==> config.mk <==
export PLATFORM = sky130hd
export DESIGN_NAME = hadamard_align_sched
export DESIGN_NICKNAME = d
export VERILOG_FILES = /design/src/rtl/hadamard_align_sched.sv
export SDC_FILE = /design/constraint.sdc
export NUM_CORES = 1
export LEC_CHECK = 0
export ABC_CLOCK_PERIOD_IN_PS = 7050
export BUFFER_PORTS_ARGS = -buffer_cell sky130_fd_sc_hd__buf_2
export CORE_MARGIN = 2
export CORE_UTILIZATION = 50
export DETAILED_ROUTE_END_ITERATION = 10
export HOLD_SLACK_MARGIN = 0.06
export PLACE_DENSITY = 0.78
export SLEW_MARGIN = 20
export SYNTH_ARGS = -nofsm -noshare
export SYNTH_HDL_FRONTEND = slang
export SYNTH_SLANG_ARGS = --single-unit
export TNS_END_PERCENT = 20
==> constraint.sdc <==
create_clock -name clk -period 7.05 [get_ports clk]
set_input_delay 1.41 -clock clk [delete_from_list [all_inputs] [get_ports clk]]
set_output_delay 1.41 -clock clk [all_outputs]
set_load 0.02 [all_outputs]
==> src/rtl/hadamard_align_sched.sv <==
// Schedules a shared 2-lane mantissa alignment shifter over two passes so a
// radix-4 Hadamard stage can align four small-float operands to a common exponent.
module hadamard_align_sched #(
  parameter int unsigned expWidth   = 3,
  parameter int unsigned sigWidth   = 3,
  parameter int unsigned low_expand = 2,
  localparam int unsigned W         = sigWidth + 4 + low_expand
) (
  input  logic                     clk,
  input  logic                     rst,
  input  logic                     in_valid,
  output logic                     in_ready,
  input  logic [3:0]               in_sign,
  input  logic [4*expWidth-1:0]    in_exp,
  input  logic [4*sigWidth-1:0]    in_man,
  output logic [2*expWidth-1:0]    sh_exp_offset,
  output logic [2*sigWidth-1:0]    sh_mantissa,
  output logic [2:0]               sh_sign,
  input  logic [2*W-1:0]           sh_man_off,
  output logic                     out_valid,
  input  logic                     out_ready,
  output logic [expWidth-1:0]      out_exp,
  output logic [4*W-1:0]           out_man
);

  typedef enum logic [1:0] {StIdle, StPass0, StPass1, StOut} state_e;

  state_e                  state_q, state_d;
  logic [3:0]              sign_q;
  logic [4*sigWidth-1:0]   man_q;
  logic [4*expWidth-1:0]   off_q, off_c;
  logic [expWidth-1:0]     emax_q, emax_c;
  logic [4*W-1:0]          slot_q;
  logic                    accept;

  // Offsets are emax - exp, never negative, so they always fit in expWidth bits.
  always_comb begin : find_max
    emax_c = '0;
    off_c  = '0;
    for (int i = 0; i < 4; i++) begin
      if (in_exp[expWidth*i +: expWidth] > emax_c) emax_c = in_exp[expWidth*i +: expWidth];
    end
    for (int i = 0; i < 4; i++) begin
      off_c[expWidth*i +: expWidth] = emax_c - in_exp[expWidth*i +: expWidth];
    end
  end

  always_comb begin : fsm_comb
    state_d       = state_q;
    in_ready      = 1'b0;
    sh_exp_offset = '0;
    sh_mantissa   = '0;
    sh_sign       = '0;
    out_valid     = 1'b0;
    out_exp       = '0;
    out_man       = '0;
    unique case (state_q)
      StIdle: begin
        in_ready = 1'b1;
        if (in_valid) state_d = StPass0;
      end
      StPass0: begin
        sh_exp_offset = off_q[2*expWidth-1:0];
        sh_mantissa   = man_q[2*sigWidth-1:0];
        sh_sign       = {1'b0, sign_q[1:0]};
        state_d       = StPass1;
      end
      StPass1: begin
        sh_exp_offset = off_q[4*expWidth-1:2*expWidth];
        sh_mantissa   = man_q[4*sigWidth-1:2*sigWidth];
        sh_sign       = {1'b0, sign_q[3:2]};
        state_d       = StOut;
      end
      StOut: begin
        out_valid = 1'b1;
        out_exp   = emax_q;
        out_man   = slot_q;
        in_ready  = out_ready;
        if (out_ready) state_d = in_valid ? StPass0 : StIdle;
      end
      default: state_d = StIdle;
    endcase
  end

  assign accept = in_valid & in_ready;

  always_ff @(posedge clk) begin
    if (rst) begin
      state_q <= StIdle;
      sign_q  <= '0;
      man_q   <= '0;
      off_q   <= '0;
      emax_q  <= '0;
      slot_q  <= '0;
    end else begin
      state_q <= state_d;
      if (accept) begin
        sign_q <= in_sign;
        man_q  <= in_man;
        off_q  <= off_c;
        emax_q <= emax_c;
      end
      // The shifter is combinational, so its result is valid in the same pass cycle.
      if (state_q == StPass0) slot_q[2*W-1:0]   <= sh_man_off;
      if (state_q == StPass1) slot_q[4*W-1:2*W] <= sh_man_off;
    end
  end

endmodule

==> results of run 1 <==
-- synth_stat cells (all sizes together) --
cell	count
a22oi	14
nand2	45
o221a	1
clkbuf	28
xnor2	6
dfxtp	69
nand3b	2
a31oi	1
o21bai	1
fa	4
nand3	2
nor2b	16
o21a	2
o31ai	2
ha	17
inv	17
o21ai	3
nor4	1
a311oi	1
o22a	1
buf	2
mux2i	39
a221oi	1
or3	1
o22ai	2
a211oi	10
nand2b	3
nor3b	1
conb	1
and2	39
a21oi	28
mux2	2
nor3	2
or4b	1
a32oi	1
nor2	48
a211o	1
or2	4
-- power by group --
part | switching (uW) | internal (uW) | leakage [uW] | total (uW)
Clock | 137 | 172 | 0.0000964 | 310
Sequential | 56.9 | 506 | 0.000564 | 563
Combinational | 414 | 284 | 0.00128 | 698
-- path summary, 6_finish.rpt --
check | to | slack (ns) | cells past startpoint
worst max-delay path | off_q[11] | 0.52 | 25
worst min-delay path | man_q[5] | 0.46 | 2
worst max register to register | off_q[11] | 3.99 | 7
worst min register to register | man_q[5] | 0.46 | 2
-- metal layers --
layer / GRT usage [%] / vias up / share of wire (%)
li1: - / 1579 / -
met1: 23.9 / 1474 / 43
met2: 37.7 / 69 / 51
met3: 3.14 / 9 / 3.6
met4: 9.63 / 0 / 1.7
met5: 0 / - / 0
-- cell families after synthesis --
family,share of synthesized area (%)
AO/OA/AOI/OAI,13.2
other,0.104
adder cells (fa/ha/maj),8.11
XOR/XNOR,1.46
flip-flops,38.3
AND/OR/NAND/NOR,22.2
buffers and inverters,5.20
multiplexers,11.4
-- cells in the final DEF (no fill, tap or decap), types with 4 or more instances in the layout --
cell	count
buf_2	104
dfxtp_1	69
nor2_1	48
nand2_1	45
mux2i_1	39
and2_1	39
a21oi_1	27
inv_1	17
nor2b_1	16
a22oi_1	14
ha_1	14
clkbuf_8	10
a211oi_1	9
xnor2_1	6
fa_1	4
-- cell type report --
type	instances	area, sq um
clock buffers	12	145
clock inverters	4	47.5
fillers	661	2550
inverters	17	63.8
multi-input cells	303	2060
flip-flops and latches	69	1380
well taps	96	120
repair buffers	107	543
-- stage by stage --
stage / worst slack, ns / hold slack [ns]
2_1_floorplan: 0.609 / 0.432
3_3_place_gp: 0.368 / 0.442
3_5_place_dp: 0.160 / 0.447
4_1_cts: 0.461 / 0.458
5_1_grt: 0.00679 / 0.469
6_report: 0.516 / 0.458
-- worst max-delay path, stage by stage --
cell and delay [ns]:
buf_2 0.09, inv_1 0.07, ha_1 0.30, nor2b_1 0.20, o22ai_2 0.14, a31oi_1 0.26
mux2i_1 0.42, ha_1 0.33, nand3b_1 0.15, nand2_1 0.08, a211oi_2 0.41, or2_2 0.19
ha_1 0.23, o21a_1 0.15, o21ai_1 0.26, mux2_2 0.37, o21ai_1 0.11, ha_1 0.18
inv_1 0.05, fa_1 0.43, nor2_1 0.11, or4b_1 0.43, a211oi_1 0.20, or2_1 0.13
a311oi_1 0.04
-- registers in the layout, indices dropped and copies added (netlist names) --
signal	flops
emax_q	3
man_q	12
off_q	12
sign_q	4
slot_q	36
state_q	2
==> flow_summary_export.csv, run 1 <==
group,metric,value,unit
status,outcome,"completed",
yosys,synth_top_area_cell,"dfxtp_1",
floorplan,die_w,89.0,microns
yosys,synth_area,3610,sq um
timing,tightest_slew,0.963,ns
clock_tree,clock_sinks,69,
floorplan,initial_utilization,52.2,%
clock_tree,cts.path.max_buffers,2,
critical_path,cp_max_fo,5,
final_layout,stdcell_area,4360,sq um
final_layout,drive_above_1_share,26.2,%
timing,finalHoldViolCount,0,
critical_path,end_kind,"flip-flop",
critical_path,cp-startpoint,"in_exp[1]",
timing,finalCriticalPeriod,6.53,ns
worst_hold_path,hold_start,"man_q[5]",
clock_tree,cts-hold-fix-buffers,0,
route,drtAntennaViolNets,0,
floorplan,dieArea,7910,sq um
placement,placed_area,4160,sq um
clock_tree,path_clk_slew,0.06,ns
critical_path,crit_arrival,6.73,ns
yosys,synth_cell_types,45,
placement,dpl.cell_count,592,
critical_path,reg2reg_from,"state_q[1]",
final_layout,nets,578,
worst_hold_path,worstHoldPathType,"flip-flop to flip-flop",
power,irDropWorstVdd,0.163,mV
yosys,synth.yosys.seq_area_share,38.3,%
route,viasPerCell,5.15,
clock_tree,post-cts-setup-buffers,0,
final_layout,antenna_cells,0,
grt,grt_max_degree,71,
placement,gp_congestion,0.899,
route,drc,0,
yosys,synth_top_cells_by_area,"dfxtp_1 38%, mux2i_1 11%, and2_1 6.8%",
clock_tree,clock-root-buffer,"clkbuf_8",
critical_path,start_kind,"input pin",
clock_tree,worstSkewPairLatency,0.33,ns
floorplan,fp.dieH,89.0,microns
clock_tree,cts_tree,"done",
floorplan,io_pins,106,
yosys,synth_area_per_cell,8.61,sq um
clock_tree,cts_buffers,9,
timing,report.final.slew_viol_count,0,
timing,max_freq,0.153,GHz
flow_run,max-cap-violations,0,
floorplan,core-area,6910,sq um
final_layout,stdcell_count,608,
grt,grt_pass1_wl,12.9,mm
power,report.power.total,1570,uW
clock_tree,cts_resized,0,
yosys,synth_top_area_share,38.3,%
floorplan,fp-row-count,30,
route,dr_total_vias,3131,
grt,gr-usage-all-layers,20.8,%
route,drtIter0Drc,137,
placement,dpl.hpwl,5.57,mm
yosys,yosys_warnings,0,
final_layout,utilization,63.1,%
grt,grt_overflow,0,
timing,rsz0062_at_grt,"no",
route,wl_per_cell,13.2,microns
final_layout,area_delta_synth_final,20.8,%
placement,port_buffers,104,
power,leakagePower,0.00194,uW
timing,timing.setup.tns,0,ns
yosys,postSynthCellCount,419,
critical_path,cp_data_required_time,7.25,ns
route,wl,8.03,mm
route,dr.pass1.iters,4,
timing,setup_viol,0,
timing,period_share,92.7,%
clock_tree,ctsHtreeMaxLevel,3,
yosys,synth.ff_latch_count,69,
critical_path,crit_type,"input pin to flip-flop",
grt,antenna_found_initial,0,
grt,grt_pass1_vias,3002,
timing,max_slew_margin,35.8,%
timing,fin_skew,0.00821,ns
power,p_per_area,360,nW/um^2
yosys,syn-num-nets,490,
Note: power is estimated with default switching activity, not from simulation.
==> run 2: changes to the inputs <==
PLACE_DENSITY = 0.8   (was 0.78)
==> run 2 against run 1 <==
Net effect: hold slack worse by 0.0020 ns; clock skew increased by 0.0022 ns; highest routed layer unchanged; cell count is 0.33% lower; clock-buffer cell count is 1 higher; die area did not move; via count about the same; design area hardly changed; combinational power about the same.
==> flow_summary_export.csv, run 2 (synthesis results as in run 1) <==
group,metric,value,unit
status,outcome,"completed",
timing,timing.setup.tns,0,ns
worst_hold_path,worstHoldPathType,"flip-flop to flip-flop",
critical_path,worstRegToRegCells,7,
timing,setup_viol,0,
power,leakagePower,0.00194,uW
timing,tightest_slew,0.937,ns
route,wl,8.13,mm
final_layout,drive_above_1_share,25.9,%
critical_path,end_kind,"flip-flop",
clock_tree,worstSkewPairLatency,0.33,ns
critical_path,slowest_delay,0.43,ns
final_layout,seq_area,1380,sq um
critical_path,start_kind,"input pin",
floorplan,die_w,89.0,microns
final_layout,reg_top3,"slot_q x36, man_q x12, off_q x12",
floorplan,core-area,6910,sq um
final_layout,most-common-layout-cells,"104 x buf_2, 69 x dfxtp_1, 48 x nor2_1, 45 x nand2_1",
final_layout,largest_reg_flops,36,
timing,rsz0062_at_grt,"no",
power,p_per_area,364,nW/um^2
clock_tree,clock_sinks,69,
placement,dpl.hpwl,5.68,mm
final_layout,area_delta_synth_final,20.8,%
critical_path,crit_arrival,6.83,ns
critical_path,crit_type,"input pin to flip-flop",
timing,finalHoldViolCount,0,
clock_tree,cts-hold-fix-buffers,0,
floorplan,fp.dieH,89.0,microns
critical_path,cpMostUsedCell,"ha_1",
final_layout,antenna_cells,0,
flow_run,max-cap-violations,0,
route,route.met3.wl,360,microns
worst_hold_path,hold_end,"man_q[2]",
final_layout,fill_cells,661,
route,drtIter0Drc,138,
final_layout,nets,578,
floorplan,initial_utilization,52.2,%
final_layout,multiInputGateArea,2050,sq um
timing,report.final.slew_viol_count,0,
timing,period_share,94.1,%
placement,gp_congestion,0.879,
final_layout,stdcell_count,606,
grt,grt_overflow,0,
route,dr.pass1.iters,4,
power,irDropWorstVdd,0.178,mV
timing,max_slew_margin,37.6,%
route,wl_met2,4.13,mm
route,viasPerCell,5.17,
worst_hold_path,hold_start,"man_q[2]",
route,top_layer,"met4",
critical_path,r2r_slack,4.05,ns
clock_tree,ctsHtreeMaxLevel,3,
placement,dpl.cell_count,592,
worst_hold_path,hold_path_depth,2,
route,drc,0,
final_layout,final_common_cell,"buf_2",
clock_tree,post-cts-setup-buffers,0,
timing,fin_skew,0.0105,ns
critical_path,cp_max_fo,6,
critical_path,timing.rr.end,"off_q[11]",
critical_path,cp_data_required_time,7.25,ns
final_layout,regMostFlops,"slot_q",
clock_tree,clock-root-buffer,"clkbuf_8",
timing,max_freq,0.151,GHz
grt,gr-usage-all-layers,20.8,%
floorplan,dieArea,7910,sq um
clock_tree,path_clk_slew,0.07,ns
route,wl_met1,3.52,mm
clock_tree,cts.path.max_buffers,2,
clock_tree,cts_tree,"done",
grt,grt_max_degree,71,
route,dr_total_vias,3132,
critical_path,reg2reg_from,"state_q[1]",
route,wl_per_cell,13.4,microns
floorplan,fp-row-count,30,
grt,grt_pass1_vias,3021,
critical_path,slowest_stage,"a32oi_1",
grt,grt_pass1_wl,13.0,mm
route,drtAntennaViolNets,0,
clock_tree,cts_buffers,9,
floorplan,io_pins,106,
grt,antenna_found_initial,0,
placement,port_buffers,104,
timing,finalCriticalPeriod,6.63,ns
clock_tree,cts_resized,0,
run 2: how the worst max path moves through the flow:
stage	slack [ns]	to	startpoint	cells after the start
6_report	0.42	off_q[11]	in_exp[1]	26
5_1_grt	0.03	off_q[11]	in_exp[1]	26
4_1_cts	0.52	off_q[11]	in_exp[1]	26
3_5_place_dp	0.18	off_q[11]	in_exp[1]	26
3_3_place_gp	0.38	off_q[11]	in_exp[1]	26
2_1_floorplan	0.61	off_q[11]	in_exp[1]	25
run 2: final cells by class:
| class | instances | share of cell area [%] |
|---|---|---|
| Clock buffer | 13 | 3.87 |
| Clock inverter | 1 | 0.689 |
| Inverter | 17 | 1.46 |
| Multi-Input combinational cell | 303 | 47.1 |
| Sequential cell | 69 | 31.7 |
| Tap cell | 96 | 2.76 |
| Timing Repair Buffer | 107 | 12.5 |
run 2: layer usage:
metal	vias up	GRT usage (%)
li1	1575	-
met1	1458	25.0
met2	84	36.8
met3	15	3.60
met4	0	8.96
met5	-	0
run 2: through the flow:
stage / power (uW) / util (%) / hold slack [ns] / area, sq um / setup slack (ns)
after detailed placement: 1270 / 60.2 / 0.449 / 4160 / 0.179
after global routing: 1700 / 63.1 / 0.469 / 4360 / 0.0301
final: 1590 / 63.1 / 0.456 / 4360 / 0.417
after global placement: 1250 / 60.2 / 0.443 / 4160 / 0.385
after floorplan: 1110 / - / 0.432 / 3610 / 0.609
after CTS: 1590 / 63.1 / 0.457 / 4360 / 0.521
run 2: critical path: cells and delay by family:
family | cells | cell delay (ns)
AO/OA/AOI/OAI | 8 | 1.64
AND/OR/NAND/NOR | 8 | 1.46
adder cells (fa/ha/maj) | 5 | 1.34
multiplexers | 2 | 0.79
buffers and inverters | 3 | 0.19
run 2: report_power, final:
group          total (uW)  internal (uW)  switching, uW
sequential            564            506           57.6
clock                 324            189            136
combinational         698            284            414
